### src/rtl/arbiter_4rr_dec.sv
// Four-way round-robin arbiter with bounded tenure and a dead cycle
// between owners; drives a registered one-hot grant plus index/enable.
module arbiter_4rr_dec #(
  parameter int unsigned HOLD_MAX = 8
) (
  input  logic       clk,
  input  logic       rst_n,
  input  logic [3:0] req,
  output logic [3:0] gnt,
  output logic [1:0] gnt_idx,
  output logic       gnt_vld,
  output logic       tmo
);

  localparam int HW = $clog2(HOLD_MAX + 1);

  typedef enum logic [1:0] {
    IDLE  = 2'd0,
    GRANT = 2'd1,
    GAP   = 2'd2
  } state_e;

  state_e        state_q, state_d;
  logic [1:0]    ptr_q, ptr_d;
  logic [HW-1:0] hold_q, hold_d;
  logic [1:0]    idx_q, idx_d;
  logic          vld_q, vld_d;
  logic          tmo_q, tmo_d;
  logic [3:0]    gnt_q, gnt_d;

  logic          win_vld;
  logic [1:0]    win_idx;
  logic [1:0]    cand;
  logic          own_req;
  logic          at_max;

  // Walk from lowest to highest priority so the ptr slot wins last.
  always_comb begin
    win_vld = 1'b0;
    win_idx = ptr_q;
    cand    = ptr_q;
    for (int k = 3; k >= 0; k--) begin
      cand = ptr_q + 2'(k);
      if (req[cand]) begin
        win_vld = 1'b1;
        win_idx = cand;
      end
    end
  end

  assign own_req = req[idx_q];
  assign at_max  = (hold_q == HW'(HOLD_MAX));

  always_comb begin
    state_d = state_q;
    ptr_d   = ptr_q;
    hold_d  = hold_q;
    idx_d   = idx_q;
    vld_d   = vld_q;
    tmo_d   = 1'b0;
    case (state_q)
      IDLE, GAP: begin
        vld_d = 1'b0;
        if (win_vld) begin
          state_d = GRANT;
          idx_d   = win_idx;
          vld_d   = 1'b1;
          hold_d  = HW'(1);
        end else begin
          state_d = IDLE;
        end
      end
      GRANT: begin
        unique case (1'b1)
          !own_req: begin
            state_d = GAP;
            vld_d   = 1'b0;
            ptr_d   = idx_q + 2'd1;
          end
          own_req && at_max: begin
            state_d = GAP;
            vld_d   = 1'b0;
            ptr_d   = idx_q + 2'd1;
            tmo_d   = 1'b1;
          end
          default: begin
            if (hold_q != {HW{1'b1}}) begin
              hold_d = hold_q + HW'(1);
            end
          end
        endcase
      end
      default: begin
        state_d = IDLE;
        vld_d   = 1'b0;
      end
    endcase
  end

  assign gnt_d = vld_d ? (4'b0001 << idx_d) : 4'b0000;

  always_ff @(posedge clk or negedge rst_n) begin
    if (!rst_n) begin
      state_q <= IDLE;
      ptr_q   <= 2'd0;
      hold_q  <= '0;
      idx_q   <= 2'd0;
      vld_q   <= 1'b0;
      tmo_q   <= 1'b0;
      gnt_q   <= 4'b0000;
    end else begin
      state_q <= state_d;
      ptr_q   <= ptr_d;
      hold_q  <= hold_d;
      idx_q   <= idx_d;
      vld_q   <= vld_d;
      tmo_q   <= tmo_d;
      gnt_q   <= gnt_d;
    end
  end

  assign gnt     = gnt_q;
  assign gnt_idx = idx_q;
  assign gnt_vld = vld_q;
  assign tmo     = tmo_q;

endmodule

### config.mk
export PLATFORM = sky130hd
export DESIGN_NAME = arbiter_4rr_dec
export DESIGN_NICKNAME = d
export VERILOG_FILES = /design/src/rtl/arbiter_4rr_dec.sv
export SDC_FILE = /design/constraint.sdc
export NUM_CORES = 1
export LEC_CHECK = 0
export ABC_AREA = 1
export BUFFER_PORTS_ARGS = -buffer_cell sky130_fd_sc_hd__buf_4
export CAP_MARGIN = 25
export CORE_ASPECT_RATIO = 1.5
export CORE_MARGIN = 2
export CORE_UTILIZATION = 24
export CTS_BUF_LIST = sky130_fd_sc_hd__clkbuf_16
export DETAILED_ROUTE_END_ITERATION = 6
export PLACE_DENSITY_LB_ADDON = 0.3
export SYNTH_ARGS = -nofsm -noshare
export SYNTH_HDL_FRONTEND = slang
export SYNTH_SLANG_ARGS = --single-unit
### constraint.sdc
create_clock -name clk -period 2.02 [get_ports clk]
set_input_delay 0.202 -clock clk [delete_from_list [all_inputs] [get_ports clk]]
set_output_delay 0.202 -clock clk [all_outputs]
set_load 0.01 [all_outputs]
==> results of run 1 <==
[cell type report]
| type | count | area, sq um | share of cell area |
|---|---|---|---|
| multi-input cells | 96 | 547 | 0.431 |
| inverters | 18 | 75.1 | 0.0591 |
| flip-flops and latches | 16 | 400 | 0.315 |
| clock buffers | 3 | 75.1 | 0.0591 |
| repair buffers | 15 | 115 | 0.0906 |
| well taps | 46 | 57.6 | 0.0453 |
[placed cells by master (no fill, tap or decap), types with 2 or more instances in the layout]
cell       Yosys  final
nor2_1         8      8
nand2_4        3      3
o21ai_2        2      2
nand3_2        2      2
nand3_1       14     14
a21oi_1        2      2
nand2_1       31     31
dfrtp_1       16     16
a21oi_4        2      2
clkbuf_16      0      3
inv_2          2      2
o21ai_1        6      6
ha_1           2      2
buf_4          0     14
nand2_2       12     12
inv_1         15     15
o21ai_0        3      3
[timing repair]
action                                 in CTS  in global routing
hold buffers                                1                  0
endpoints found under the hold margin      16                  0
resized for setup                           0                  0
[per-layer routing]
layer	up-vias	wire (um)	track usage
met5	-	0	0
met4	0	50	0.0444
li1	454	-	-
met1	387	924	0.122
met3	8	86	0.0154
met2	17	1100	0.160
[stage by stage]
step | power (uW) | util
CTS | 2320 | 0.302
finish | 2290 | 0.302
detailed placement | 1930 | 0.282
global placement | 1960 | 0.282
global route | 2520 | 0.302
floorplan | 1650 | -
[power groups by stage]
stage	logic (uW)	registers [uW]	clock network, uW
2_1_floorplan	1100	546	0
3_3_place_gp	1370	588	0
3_5_place_dp	1340	588	0
4_1_cts	1350	585	382
5_1_grt	1520	600	399
6_report	1340	582	375
[kinds of logic (layout without fill, tap and decap cells)]
group,Yosys count,count (layout),synth area share
flops,16,16,0.386
buf+inv,20,36,0.0879
fa+ha+maj,2,2,0.0241
xor+xnor,2,2,0.0169
simple gates,74,74,0.361
compound gates,18,18,0.124
[synthesized netlist by cell type]
master     n  share of area
buf_6      1          0.011
a21oi_1    2         0.0096
inv_1     15          0.054
nand2_4    3          0.033
o31ai_1    1         0.0072
o21ai_0    3          0.014
or2_1      1         0.0060
dfrtp_1   16           0.39
ha_1       2          0.024
buf_2      1         0.0048
o211ai_1   1         0.0072
inv_2      2         0.0072
a21oi_4    2          0.031
nor2_4     1          0.011
a21oi_2    1         0.0084
nand2_2   12          0.072
nand4_1    1         0.0060
nand3_2    2          0.019
nor2_1     8          0.029
o21ai_1    6          0.029
nand2_1   31           0.11
xor2_1     1         0.0084
o21ai_2    2          0.017
xnor2_1    1         0.0084
nor2_2     1         0.0060
nand3_1   14          0.067
inv_8      1          0.011
[flip-flops by register name, indices dropped and copies added, names as in the netlist]
name,flops
gnt,4
hold_q,4
gnt_idx,2
ptr_q,2
tmo,1
state_q,2
gnt_vld,1
[worst max-delay path: cells and delay by family (launching register included)]
family | cells | cell delay, ps
flip-flops | 1 | 570
AO/OA/AOI/OAI | 1 | 100
AND/OR/NAND/NOR | 7 | 920
[path summary, 6_finish.rpt]
| check | depth (start not counted) | end | start |
|---|---|---|---|
| hold / removal | 2 | gnt[2] | rst_n |
| setup / recovery | 8 | gnt[3] | ptr_q[0] |
| min in group clk | 5 | tmo | req[0] |
| hold reg to reg | 3 | tmo | state_q[1] |
| setup reg to reg | 8 | gnt[3] | ptr_q[0] |
| max in group asynchronous | 2 | state_q[1] | rst_n |
==> flow_metrics.env, run 1 <==
export IMPL_run_status="completed"
export IMPL_power_density_nw_per_um2=1810
export IMPL_cts_setup_buffers=0
export IMPL_comb_power_share=0.583
export IMPL_initial_core_util=0.247
export IMPL_wl_um=2160
export IMPL_dp_hpwl_um=1720
export IMPL_seq_area_frac_synth=0.386
export IMPL_vias_per_cell=4.46
export IMPL_clock_sinks=16
export IMPL_critPathKind="flop to flop"
export IMPL_hold_path_class="input port to asynchronous set/reset pin"
export IMPL_post_route_drc_count=0
export IMPL_switchingPower_uw=1090
export IMPL_maxSlewHeadroom=0.723
export IMPL_startpoint_type="flop"
export IMPL_tritoncts="yes"
export IMPL_timing_final_crit_share=0.850
export IMPL_dpl_cell_area_sq_um=1180
export IMPL_fmax_ghz=0.582
export IMPL_synthesis_area_sq_um=1040
export IMPL_min_period_ps=1720
export IMPL_worst_pin_slew_ps=412
export IMPL_fin_cells=194
export IMPL_clock_skew_ps=1.58
export IMPL_vdd_ir_drop_max_uv=757
export IMPL_switching_share=0.476
export IMPL_placed_cells=190
export IMPL_root_buffer="clkbuf_16"
export IMPL_layout_nets=158
export IMPL_dp_slack_ps=314
export IMPL_setup_viol=0
export IMPL_ys_seq_elements=16
export IMPL_gp_congestion=0.876
export IMPL_io_buffers=13
export IMPL_diodes=0
export IMPL_slowest_delay_ps=570
export IMPL_fill_cells=467
export IMPL_synth_cell_types=27
export IMPL_area_delta_synth_final_pct=22.3
export IMPL_antenna_found_initial=0
export IMPL_coreArea_sq_um=4210
export IMPL_finalHoldViolations=0
export IMPL_grt_pass1_vias=860
export IMPL_crit_top_cell="nand2_1"
export IMPL_clockBufferDepth=2
export IMPL_drive_gt1_frac=0.297
export IMPL_syn_area_per_cell_sq_um=7.87
export IMPL_io_pins=14
export IMPL_critPathArrivalTime_ps=1850
export IMPL_rsz0062_at_grt="no"
export IMPL_p_int_uw=1200
export IMPL_layout_setup_ws_ps=303
export IMPL_crit_fanout=9
export IMPL_critPathRequiredTime_ps=2150
export IMPL_rows=29
export IMPL_ys_warnings_count=0
export IMPL_drt_pre_antenna_iters=4
export IMPL_seq_power_share=0.254
export IMPL_r2r_slack_ps=300
export IMPL_clkTransAtPathRegs_ps=50
export IMPL_fp_dieH_um=84.6
export IMPL_clkPwrFrac=0.163
export IMPL_cp_slowest_cell="dfrtp_1"
export IMPL_grt_usage=0.0970
export IMPL_syn_inst=132
export IMPL_p_leak_uw=0.000632
export IMPL_die_x_um=57.7
export IMPL_worstSkewPairLatency_ps=240
export IMPL_drt_iter0_markers=26
export IMPL_grt_pass1_wl_um=3750
export IMPL_finalMaxSlewViolations=0
export IMPL_holdWs_ps=349
export IMPL_setup_tns_ps=0
export IMPL_syn_nets=140
export IMPL_detail_route_antenna_nets=0
export IMPL_cts_made_buffers=3
export IMPL_end_kind="flop"
export IMPL_grt_overflow=0
export IMPL_path_cells="nand2_1 -> nand3_1 -> nand2_1 -> nor2_2 -> a21oi_4 -> or2_1 -> nand3_2 -> nor2_1"
export IMPL_avgRoutedWirePerCell_um=11.1
export IMPL_vias=866
export IMPL_die_area_sq_um=4880
export IMPL_maxCapViolCount=0
export IMPL_final_area_sq_um=1270
export IMPL_grt_max_degree=17
export IMPL_htreeDepth=1
Power figures use the tool's default switching activity.
==> run 2: changes to the inputs <==
- MAX_ROUTING_LAYER: unset -> met4
==> run 2 against run 1 <==
Clock-buffer cell count unchanged. Sequential share of layout area unchanged. Sequential cell count unchanged. Largest cell class unchanged.
==> flow_metrics.env, run 2 (synthesis results as in run 1) <==
export IMPL_run_status="completed"
export IMPL_path_delay_family="simple AND/OR/NAND/NOR gates"
export IMPL_grt_pass1_vias=862
export IMPL_fill_cells=467
export IMPL_cts_made_buffers=3
export IMPL_diodes=0
export IMPL_post_route_drc_count=0
export IMPL_multiInputGateArea_sq_um=547
export IMPL_maxCapViolCount=0
export IMPL_dpl_cell_area_sq_um=1180
export IMPL_timing_final_crit_share=0.850
export IMPL_mostFrequentLayoutCells="31 x nand2_1, 16 x dfrtp_1, 15 x inv_1"
export IMPL_initial_core_util=0.247
export IMPL_area_delta_synth_final_pct=22.3
export IMPL_setup_viol=0
export IMPL_drt_iter0_markers=26
export IMPL_final_area_sq_um=1270
export IMPL_finalHoldViolations=0
export IMPL_power_density_nw_per_um2=1810
export IMPL_worst_pin_slew_ps=412
export IMPL_final_util=0.302
export IMPL_critPathArrivalTime_ps=1850
export IMPL_grt_max_degree=17
export IMPL_fmax_ghz=0.582
export IMPL_vias_per_cell=4.46
export IMPL_r2r_end="gnt[3]"
export IMPL_cp_slowest_cell="dfrtp_1"
export IMPL_postCtsResizedCells=0
export IMPL_clockBufferDepth=2
export IMPL_cts_setup_buffers=0
export IMPL_grt_overflow=0
export IMPL_vias=866
export IMPL_timing_critical_path_buf_inv=0
export IMPL_startpoint_type="flop"
export IMPL_rows=29
export IMPL_dp_hpwl_um=1720
export IMPL_critPathRequiredTime_ps=2150
export IMPL_final_common_cell="nand2_1"
export IMPL_ctsHoldBuffers=1
export IMPL_htreeDepth=1
export IMPL_die_area_sq_um=4880
export IMPL_tritoncts="yes"
export IMPL_vdd_ir_drop_max_uv=757
export IMPL_worstSkewPairLatency_ps=240
export IMPL_layout_nets=158
export IMPL_maxSlewHeadroom=0.723
export IMPL_grt_usage=0.0998
export IMPL_antenna_found_initial=0
export IMPL_grt_pass1_wl_um=3760
export IMPL_drive_gt1_frac=0.297
export IMPL_io_buffers=13
export IMPL_detail_route_antenna_nets=0
export IMPL_clock_sinks=16
export IMPL_p_leak_uw=0.000632
export IMPL_coreArea_sq_um=4210
export IMPL_setup_tns_ps=0
export IMPL_fp_dieH_um=84.6
export IMPL_finalPower_uw=2290
export IMPL_r2r_slack_ps=300
export IMPL_drt_pre_antenna_iters=4
export IMPL_wl_um=2160
export IMPL_rsz0062_at_grt="no"
export IMPL_gp_congestion=0.891
export IMPL_r2r_cells=8
export IMPL_crit_top_cell="nand2_1"
export IMPL_slowest_delay_ps=570
export IMPL_crit_fanout=9
export IMPL_die_x_um=57.7
export IMPL_hold_path_class="input port to asynchronous set/reset pin"
export IMPL_clock_skew_ps=1.58
export IMPL_path_cells="nand2_1 -> nand3_1 -> nand2_1 -> nor2_2 -> a21oi_4 -> or2_1 -> nand3_2 -> nor2_1"
export IMPL_critPathKind="flop to flop"
export IMPL_seq_area_sq_um=400
export IMPL_avgRoutedWirePerCell_um=11.1
export IMPL_min_period_ps=1720
export IMPL_clkTransAtPathRegs_ps=50
export IMPL_finalMaxSlewViolations=0
export IMPL_holdWs_ps=349
export IMPL_end_kind="flop"
export IMPL_worstReg2RegStart="ptr_q[0]"
export IMPL_io_pins=14
export IMPL_root_buffer="clkbuf_16"
[run 2: cell counts in the layout (fill, tap and decap cells not counted)]
Identical to the previous run, type by type.
[run 2: area by class of cell]
cell class / count / share of cell area
multi-input cells: 96 / 0.431
clock buffers: 3 / 0.0591
well taps: 46 / 0.0453
repair buffers: 15 / 0.0906
inverters: 18 / 0.0591
flip-flops and latches: 16 / 0.315
[run 2: worst reg2reg max path, stage by stage, from the launching register on]
cell	delay (ps)
dfrtp_1	570
nand2_1	140
nand3_1	140
nand2_1	100
nor2_2	200
a21oi_4	100
or2_1	220
nand3_2	80
nor2_1	40
[run 2: worst max-delay path by stage]
stage / slack (ps) / endpoint / depth (start not counted) / start
final: 300 / gnt[3] / 8 / ptr_q[0]
after CTS: 300 / gnt[3] / 8 / ptr_q[0]
after global placement: 320 / gnt[1] / 8 / ptr_q[0]
after detailed placement: 310 / gnt[3] / 8 / ptr_q[0]
after global routing: 170 / gnt[0] / 9 / ptr_q[0]
after floorplan: 540 / gnt[1] / 10 / ptr_q[0]
[run 2: through the flow]
step                      std cells  worst slack [ps]
after detailed placement        190               314
after global placement          190               321
after global routing            194               174
after floorplan                 132               543
final                           194               303
after CTS                       194               295
[run 2: power by group]
group          total (uW)  switching (uW)  leakage (uW)  internal (uW)
clock network         375             115     0.0000370            259
registers             582             136      0.000205            446
logic                1340             841      0.000390            496
total                2290            1090      0.000632           1200
[run 2: layer usage]
| layer | global-route usage | share of wire |
|---|---|---|
| met1 | 0.122 | 0.43 |
| met2 | 0.160 | 0.51 |
| met3 | 0.0154 | 0.040 |
| met4 | 0.0444 | 0.023 |
| met5 | - | 0 |
